`config.mk`:
```
export PLATFORM = sky130hd
export DESIGN_NAME = seq_multiplier
export DESIGN_NICKNAME = d
export VERILOG_FILES = /design/src/rtl/seq_multiplier.sv
export SDC_FILE = /design/constraint.sdc
export NUM_CORES = 1
export LEC_CHECK = 0
export ABC_CLOCK_PERIOD_IN_PS = 3300
export CAP_MARGIN = 25
export CELL_PAD_IN_SITES_DETAIL_PLACEMENT = 0
export CELL_PAD_IN_SITES_GLOBAL_PLACEMENT = 1
export CORE_MARGIN = 2
export CORE_UTILIZATION = 44
export DETAILED_ROUTE_END_ITERATION = 8
export GPL_TIMING_DRIVEN = 0
export HOLD_SLACK_MARGIN = 0.03
export PLACE_DENSITY_LB_ADDON = 0.1
export SYNTH_ARGS = -nofsm -noshare
export SYNTH_HDL_FRONTEND = slang
export SYNTH_SLANG_ARGS = --single-unit
```
`constraint.sdc`:
```
create_clock -name clk -period 3.3 [get_ports clk]
set_input_delay 0.99 -clock clk [delete_from_list [all_inputs] [get_ports clk]]
set_output_delay 0.99 -clock clk [all_outputs]
set_load 0.01 [all_outputs]
```
`src/rtl/seq_multiplier.sv`:
```
// Sequential shift-add multiplier (IDLE/CALC/DONE) with valid/ready handshakes on both sides.
// Define SEQ_MULTIPLIER_EARLY_EXIT_EN to finish as soon as the remaining multiplier bits are all zero.
module seq_multiplier #(
    parameter int WIDTH          = 8,
    parameter int BITS_PER_CYCLE = 1
) (
    input  logic                 clk,
    input  logic                 rst,
    input  logic                 in_valid,
    output logic                 in_ready,
    input  logic [WIDTH-1:0]     A,
    input  logic [WIDTH-1:0]     B,
    input  logic                 signed_op,
    output logic                 out_valid,
    input  logic                 out_ready,
    output logic [2*WIDTH-1:0]   P
);

    localparam int PW = 2 * WIDTH;
    localparam int N  = WIDTH / BITS_PER_CYCLE;
    localparam int CW = $clog2(N + 1);
    localparam logic [CW-1:0] LAST_CNT = CW'(N - 1);

    if ((WIDTH < 4) || (WIDTH > 32) ||
        !((BITS_PER_CYCLE == 1) || (BITS_PER_CYCLE == 2) || (BITS_PER_CYCLE == 4)) ||
        ((WIDTH % BITS_PER_CYCLE) != 0)) begin : g_bad_param
        $error("seq_multiplier: illegal WIDTH/BITS_PER_CYCLE combination");
    end

    typedef enum logic [1:0] {
        IDLE = 2'd0,
        CALC = 2'd1,
        DONE = 2'd2
    } state_t;

    state_t              r_state;
    state_t              w_state_next;
    logic [PW-1:0]       r_mcand;
    logic [PW-1:0]       r_acc;
    logic [PW-1:0]       r_p;
    logic [WIDTH-1:0]    r_mplier;
    logic [CW-1:0]       r_cnt;
    logic                r_neg;

    logic [WIDTH-1:0]    w_a_mag;
    logic [WIDTH-1:0]    w_b_mag;
    logic [PW-1:0]       w_pp [BITS_PER_CYCLE];
    logic [PW-1:0]       w_partial;
    logic [PW-1:0]       w_acc_next;
    logic [PW-1:0]       w_prod;
    logic [WIDTH-1:0]    w_mplier_next;
    logic                w_last;
    logic                w_accept;
    logic                w_finish;

    // The magnitude of the most-negative value is its own bit pattern read as unsigned.
    assign w_a_mag = (signed_op && A[WIDTH-1]) ? (~A + 1'b1) : A;
    assign w_b_mag = (signed_op && B[WIDTH-1]) ? (~B + 1'b1) : B;

    for (genvar gi = 0; gi < BITS_PER_CYCLE; gi++) begin : g_pp
        assign w_pp[gi] = r_mplier[gi] ? (r_mcand << gi) : '0;
    end

    always_comb begin
        w_partial = '0;
        for (int i = 0; i < BITS_PER_CYCLE; i++) begin
            w_partial = w_partial + w_pp[i];
        end
    end

    assign w_acc_next    = r_acc + w_partial;
    assign w_mplier_next = r_mplier >> BITS_PER_CYCLE;
    assign w_prod        = r_neg ? (~w_acc_next + 1'b1) : w_acc_next;
    assign P             = r_p;

`ifdef SEQ_MULTIPLIER_EARLY_EXIT_EN
    assign w_last = (r_cnt == LAST_CNT) || (w_mplier_next == '0);
`else
    assign w_last = (r_cnt == LAST_CNT);
`endif

    always_ff @(posedge clk or posedge rst) begin
        if (rst) begin
            r_state <= IDLE;
        end else begin
            r_state <= w_state_next;
        end
    end

    always_comb begin
        w_state_next = r_state;
        in_ready     = 1'b0;
        out_valid    = 1'b0;
        w_accept     = 1'b0;
        w_finish     = 1'b0;
        case (r_state)
            IDLE: begin
                in_ready = 1'b1;
                if (in_valid) begin
                    w_accept     = 1'b1;
                    w_state_next = CALC;
                end
            end
            CALC: begin
                if (w_last) begin
                    w_finish     = 1'b1;
                    w_state_next = DONE;
                end
            end
            DONE: begin
                out_valid = 1'b1;
                if (out_ready) begin
                    w_state_next = IDLE;
                end
            end
            default: w_state_next = IDLE;
        endcase
    end

    // Product register only loads on the CALC->DONE edge, so it holds through IDLE and CALC.
    always_ff @(posedge clk or posedge rst) begin
        if (rst) begin
            r_mcand  <= '0;
            r_acc    <= '0;
            r_p      <= '0;
            r_mplier <= '0;
            r_cnt    <= '0;
            r_neg    <= 1'b0;
        end else begin
            if (w_accept) begin
                r_mcand  <= PW'(w_a_mag);
                r_mplier <= w_b_mag;
                r_acc    <= '0;
                r_cnt    <= '0;
                r_neg    <= signed_op & (A[WIDTH-1] ^ B[WIDTH-1]);
            end else if (r_state == CALC) begin
                r_mcand  <= r_mcand << BITS_PER_CYCLE;
                r_mplier <= w_mplier_next;
                r_acc    <= w_acc_next;
                r_cnt    <= r_cnt + 1'b1;
            end
            if (w_finish) begin
                r_p <= w_prod;
            end
        end
    end

endmodule
```
# Word-level counts from Yosys, hierarchy flattened
# Index checks and enable logic that the tools add are counted.
# W data, S select, Z words.
[op_classes]
n_addsub = 5
n_reduce_logical = 5
muxes = 22
bitwise = 5
eq_ne = 6
[op_table]
columns = ["cell", "n"]
rows = [
  ["$mux W16", 6],
  ["$mux W8", 4],
  ["$add A16 B1 Y16 const B", 1],
  ["$add A16 B16 Y16", 1],
  ["$add A8 B1 Y8 const B", 2],
  ["$not A16 Y16", 1],
  ["$not A8 Y8", 2],
  ["$mux W4", 2],
  ["$mux W1", 6],
  ["$mux W2", 3],
  ["$ne A2 B2 Y1 const B", 3],
  ["$pmux W2 S3", 1],
  ["$add A4 B1 Y4 const B", 1],
  ["$eq A4 B3 Y1 const B", 1],
  ["$reduce_and A3 Y1", 1],
  ["$eq A2 B1 Y1 const B", 1],
  ["$eq A2 B2 Y1 const B", 1],
  ["$logic_and A1 B1 Y1", 2],
  ["$logic_not A2 Y1", 1],
  ["$reduce_bool A2 Y1", 1],
  ["$and A1 B1 Y1", 1],
  ["$xor A1 B1 Y1", 1],
]
[word_totals]
output_inout_bits = 18
inputBits = 21
wordCells = 50
ff_bits = 63

# Depth between registers and ports, before layout
[logic_depth]
depth_word = 5
mapped_depth = 12
ltp_nobuf = 12

# Worst setup path after synthesis
# Ideal clock, no wire load.
[synth_timing]
path_type = "register to register"
startpoint = "reg r_mplier[0]"
endpoint = "reg r_p[14], in the netlist P[14]"
path_buffers = 0
path_slack_ns = 0.277
t_arrival_ns = 2.893
synth_period_minus_slack_ns = 3.023
stages_incl_launch_ff = 12
setup_time_ns = 0.129
required_time_ns = 3.171
path_cell_list = "dfrtp_1 > and2_1 > ha_1 > fa_1 > and3_1 > or3_4 > a221oi_1 > o21a_1 > nand4b_1 > o41ai_1 > xor2_1 > o21ai_1"
[synth_between]
elab_chain_len = 5
[synth_lines]
columns = ["element", "line", "rtl"]
rows = [
  ["start: declaration", "41", "logic [WIDTH-1:0] r_mplier;"],
  ["start signal: assignment", "132", "r_mplier <= w_b_mag;"],
  ["start signal: assignment", "138", "r_mplier <= w_mplier_next;"],
  ["$mux W16 (*)", "61", "assign w_pp[gi] = r_mplier[gi] ? (r_mcand << gi) : '0;"],
  ["$add A16 B16 Y16 (*)", "71", "assign w_acc_next = r_acc + w_partial;"],
  ["$not A16 Y16", "73", "assign w_prod = r_neg ? (~w_acc_next + 1'b1) : w_acc_next;"],
  ["$add A16 B1 Y16", "73", ""],
  ["$mux W16 (*)", "73", ""],
  ["end signal: assignment", "143", "r_p <= w_prod;"],
  ["end: declaration", "40", "logic [PW-1:0] r_p;"],
]
# Every way passes the cells marked *; elsewhere a longest branch is shown, timed or not.
# A chain may end at the register's enable or synchronous reset.

# Final worst setup path
# Ends and elaborated chain as after synthesis.

==> metrics.yaml <==
outcome:
  status: "completed"
critical_path:
  worstReg2RegEnd: "P[14]"
  crit_path_max_fanout: 10
  worstPathArrival_ns: 3.43
  end_kind: "register"
  path_class: "reg2reg"
  crit_required_ns: 3.53
  r2r-start: "r_mplier[0]"
  rr_worst_depth: 12
  rrSetupSlack_ns: 0.1
  worstSetupStartpointType: "register"
clock_tree:
  cts-root-buf: "clkbuf_8"
  worst_skew_pair.late_latency_ns: 0.35
  clk_pin_slew_ns: 0.08
  ctsHoldBuffers: 0
  clock-sinks: 63
  htreeDepth: 3
  tritoncts: "yes"
  cts_buffers: 9
  clockBufferDepth: 2
pwr:
  p_int_mw: 2.95
  power_frac_comb_pct: 57.8
  p_switching_mw: 2.30
  seq_power_share_pct: 25.7
  power_density_nw_per_um2: 1060
  power.share.switching_pct: 43.9
  peakVddDrop_mv: 0.318
  total_power_mw: 5.25
  clock_power_share_pct: 16.5
  p_leak_nw: 2.14
route:
  ant_nets: 0
  wirelength_um: 10000
  vias: 3557
  avgRoutedWirePerCell_um: 15.6
  drt-initial-drc-count: 191
  drcViolationCount: 0
  viasPerCell: 5.54
  drtPass1Iterations: 4
sta:
  fmax_mhz: 312
  layout_setup_ws_ns: 0.0971
  min_period_ns: 3.20
  fin_skew_ns: 0.0131
  rsz0062_at_grt: "true"
  worstMarginPinSlew_ns: 0.797
  final_hold_viol_count: 0
  period_share_pct: 97.1
  relSlewSlack_pct: 46.6
  setup_viol: 0
  slew_violations: 0
  holdWs_ns: 0.480
placement:
  globalplace.congestion: 0.838
  port_buffers: 37
  dp_hpwl_um: 7630
  place_ws_ns: -0.106
logic_synthesis:
  yosysUniqueCellTypes: 54
  ys_seq_area_share_pct: 39.2
  syn_area_per_cell_um2: 8.38
  yosys-top-cells-count: "89 x nand2_1, 63 x dfrtp_1, 46 x o21ai_0"
  post-synth-top-count-cell: "nand2_1"
  ys_ff_latch: 63
  synth.area.top_cells: "dfrtp_1 39%, nand2_1 8.3%, ha_1 5.9%"
  ys_warn_count: 0
  netlist_area_um2: 4020
  ys.flop_type: "dfrtp_1"
  synth_top_area_share_pct: 39.2
  synth_async_sr_flop_share_pct: 100
  synth.net_count: 521
  synth-edff-count: 0
  yosysTopAreaCell: "dfrtp_1"
  syn_inst: 480
floorplan:
  dieArea_um2: 9920
  num_io_pins: 39
  start_util_pct: 45.7
  fp.dieH_um: 99.6
  core_area_um2: 8810
  placementRows: 34
  die_x_um: 99.6
grt:
  globalRouteTotalUtil_pct: 21.5
  antenna_found_initial: 0
  gr-total-overflow: 0
  grt_pass1_vias: 3444
  grt_pass1_wl_um: 16900
  grt_max_degree: 40
cells_and_area:
  nNetsFinal: 570
  syn2layout_area_growth_pct: 23.5
  n_antenna_cell: 0
  drive_gt1_share_pct: 10.1
worst_hold_path:
  hold_path_startpoint: "P[2]"
  min_delay_path_depth: 2
  min_to: "P[2]"
  hold_path_class: "reg2reg"
run:
  max-cap-violations: 0
## cells in the final DEF, fill, tap and decap left out, types with 3 or more instances in the layout
master / n
o21a_1: 4
a22o_1: 3
a21oi_1: 14
nand3_1: 23
nor3_1: 8
clkbuf_8: 11
o21ai_0: 44
a21o_1: 5
xnor2_1: 15
a31oi_1: 15
and2_1: 18
xnor2_2: 4
inv_1: 13
nand2_1: 89
clkbuf_1: 19
nor2_1: 26
nand2b_1: 3
a22oi_1: 3
o31ai_1: 3
ha_1: 15
dfrtp_1: 62
a211oi_1: 3
o21ai_1: 7
xor2_1: 13
clkdlybuf4s50_1: 37
or3_1: 4
nor2b_1: 3
a211oi_2: 3
and3_1: 5
ha_2: 3
bufinv_16: 3
nand4_1: 6
## final cells by class
class | count | area, µm²
clock inverter | 5 | 104
timing repair buffer | 40 | 405
multi-input combinational | 379 | 2460
sequential | 63 | 1580
clock buffer | 11 | 151
tap | 108 | 135
inverter | 14 | 52.6
fill | 847 | 3840
buffer | 22 | 85.1
## repair_timing
item                                   4_1_cts  5_1_grt
buffers inserted                             0        2
endpoints found under the hold margin        0        0
setup endpoints to repair                    4        7
resized for setup                            6       26
pin swaps                                    1       10
## registers in the layout, indices dropped and copies added (netlist names)
register and count:
P 16, r_cnt 4, r_mcand 16, r_state 2, r_neg 1, r_mplier 8, r_acc 16
## power groups by stage
stage                     Sequential (mW)  Combinational (mW)  Clock, mW
after floorplan                      1.36                1.98          0
after global placement               1.35                2.77          0
after detailed placement             1.36                2.81          0
after CTS                            1.35                2.85      0.883
after global routing                 1.40                3.39      0.916
final                                1.35                3.04      0.867
## worst max-delay path by stage
stage | startpoint | endpoint | slack [ns]
after floorplan | r_mplier[0] | P[14] | 0.28
after global placement | rst | r_mcand[11] | -0.42
after detailed placement | r_mplier[0] | P[14] | -0.11
after CTS | r_mplier[0] | P[13] | 0.01
after global routing | r_mplier[0] | P[14] | -0.06
final | r_mplier[0] | P[14] | 0.1
## per-stage QoR
stage                     TNS, ns  area (µm²)  std cells  utilization [%]
after global placement     -26.48        4530        625             51.4
after CTS                       0        4830        642             54.9
final                           0        4970        642             56.4
after detailed placement   -0.256        4550        626             51.6
after floorplan                 0        4020        480                -
after global routing       -0.162        4970        642             56.4
## layer usage
layer / track usage (%) / up-vias / share of wire [%]
li1: - / 1795 / -
met1: 29.3 / 1675 / 49
met2: 35.6 / 82 / 46
met3: 4.15 / 5 / 4.2
met4: 4.74 / 0 / 0.34
met5: 0 / - / 0
## worst max-delay path, cell delays in order, from the launching register on
cell and delay (ns):
dfrtp_2 0.45, buf_2 0.18, and2_1 0.18, ha_1 0.26, buf_2 0.17, a21o_1 0.23, or3_1 0.30, or3_1 0.34
nand3_2 0.15, o211ai_1 0.15, o41ai_2 0.40, xor2_1 0.20, o21ai_1 0.07
## kinds of logic (layout without fill, tap and decap cells)
family | Yosys count | after routing | share of synthesized area, %
AOI/OAI and AO/OA | 123 | 123 | 19.4
adders and majority gates | 20 | 20 | 6.41
muxes | 1 | 1 | 0.249
and+or+nand+nor | 201 | 201 | 23.7
DFF | 63 | 63 | 39.2
buffers and inverters | 38 | 92 | 3.58
xor gates and xnor gates | 34 | 34 | 7.41
(Power assumes the default switching activity.)
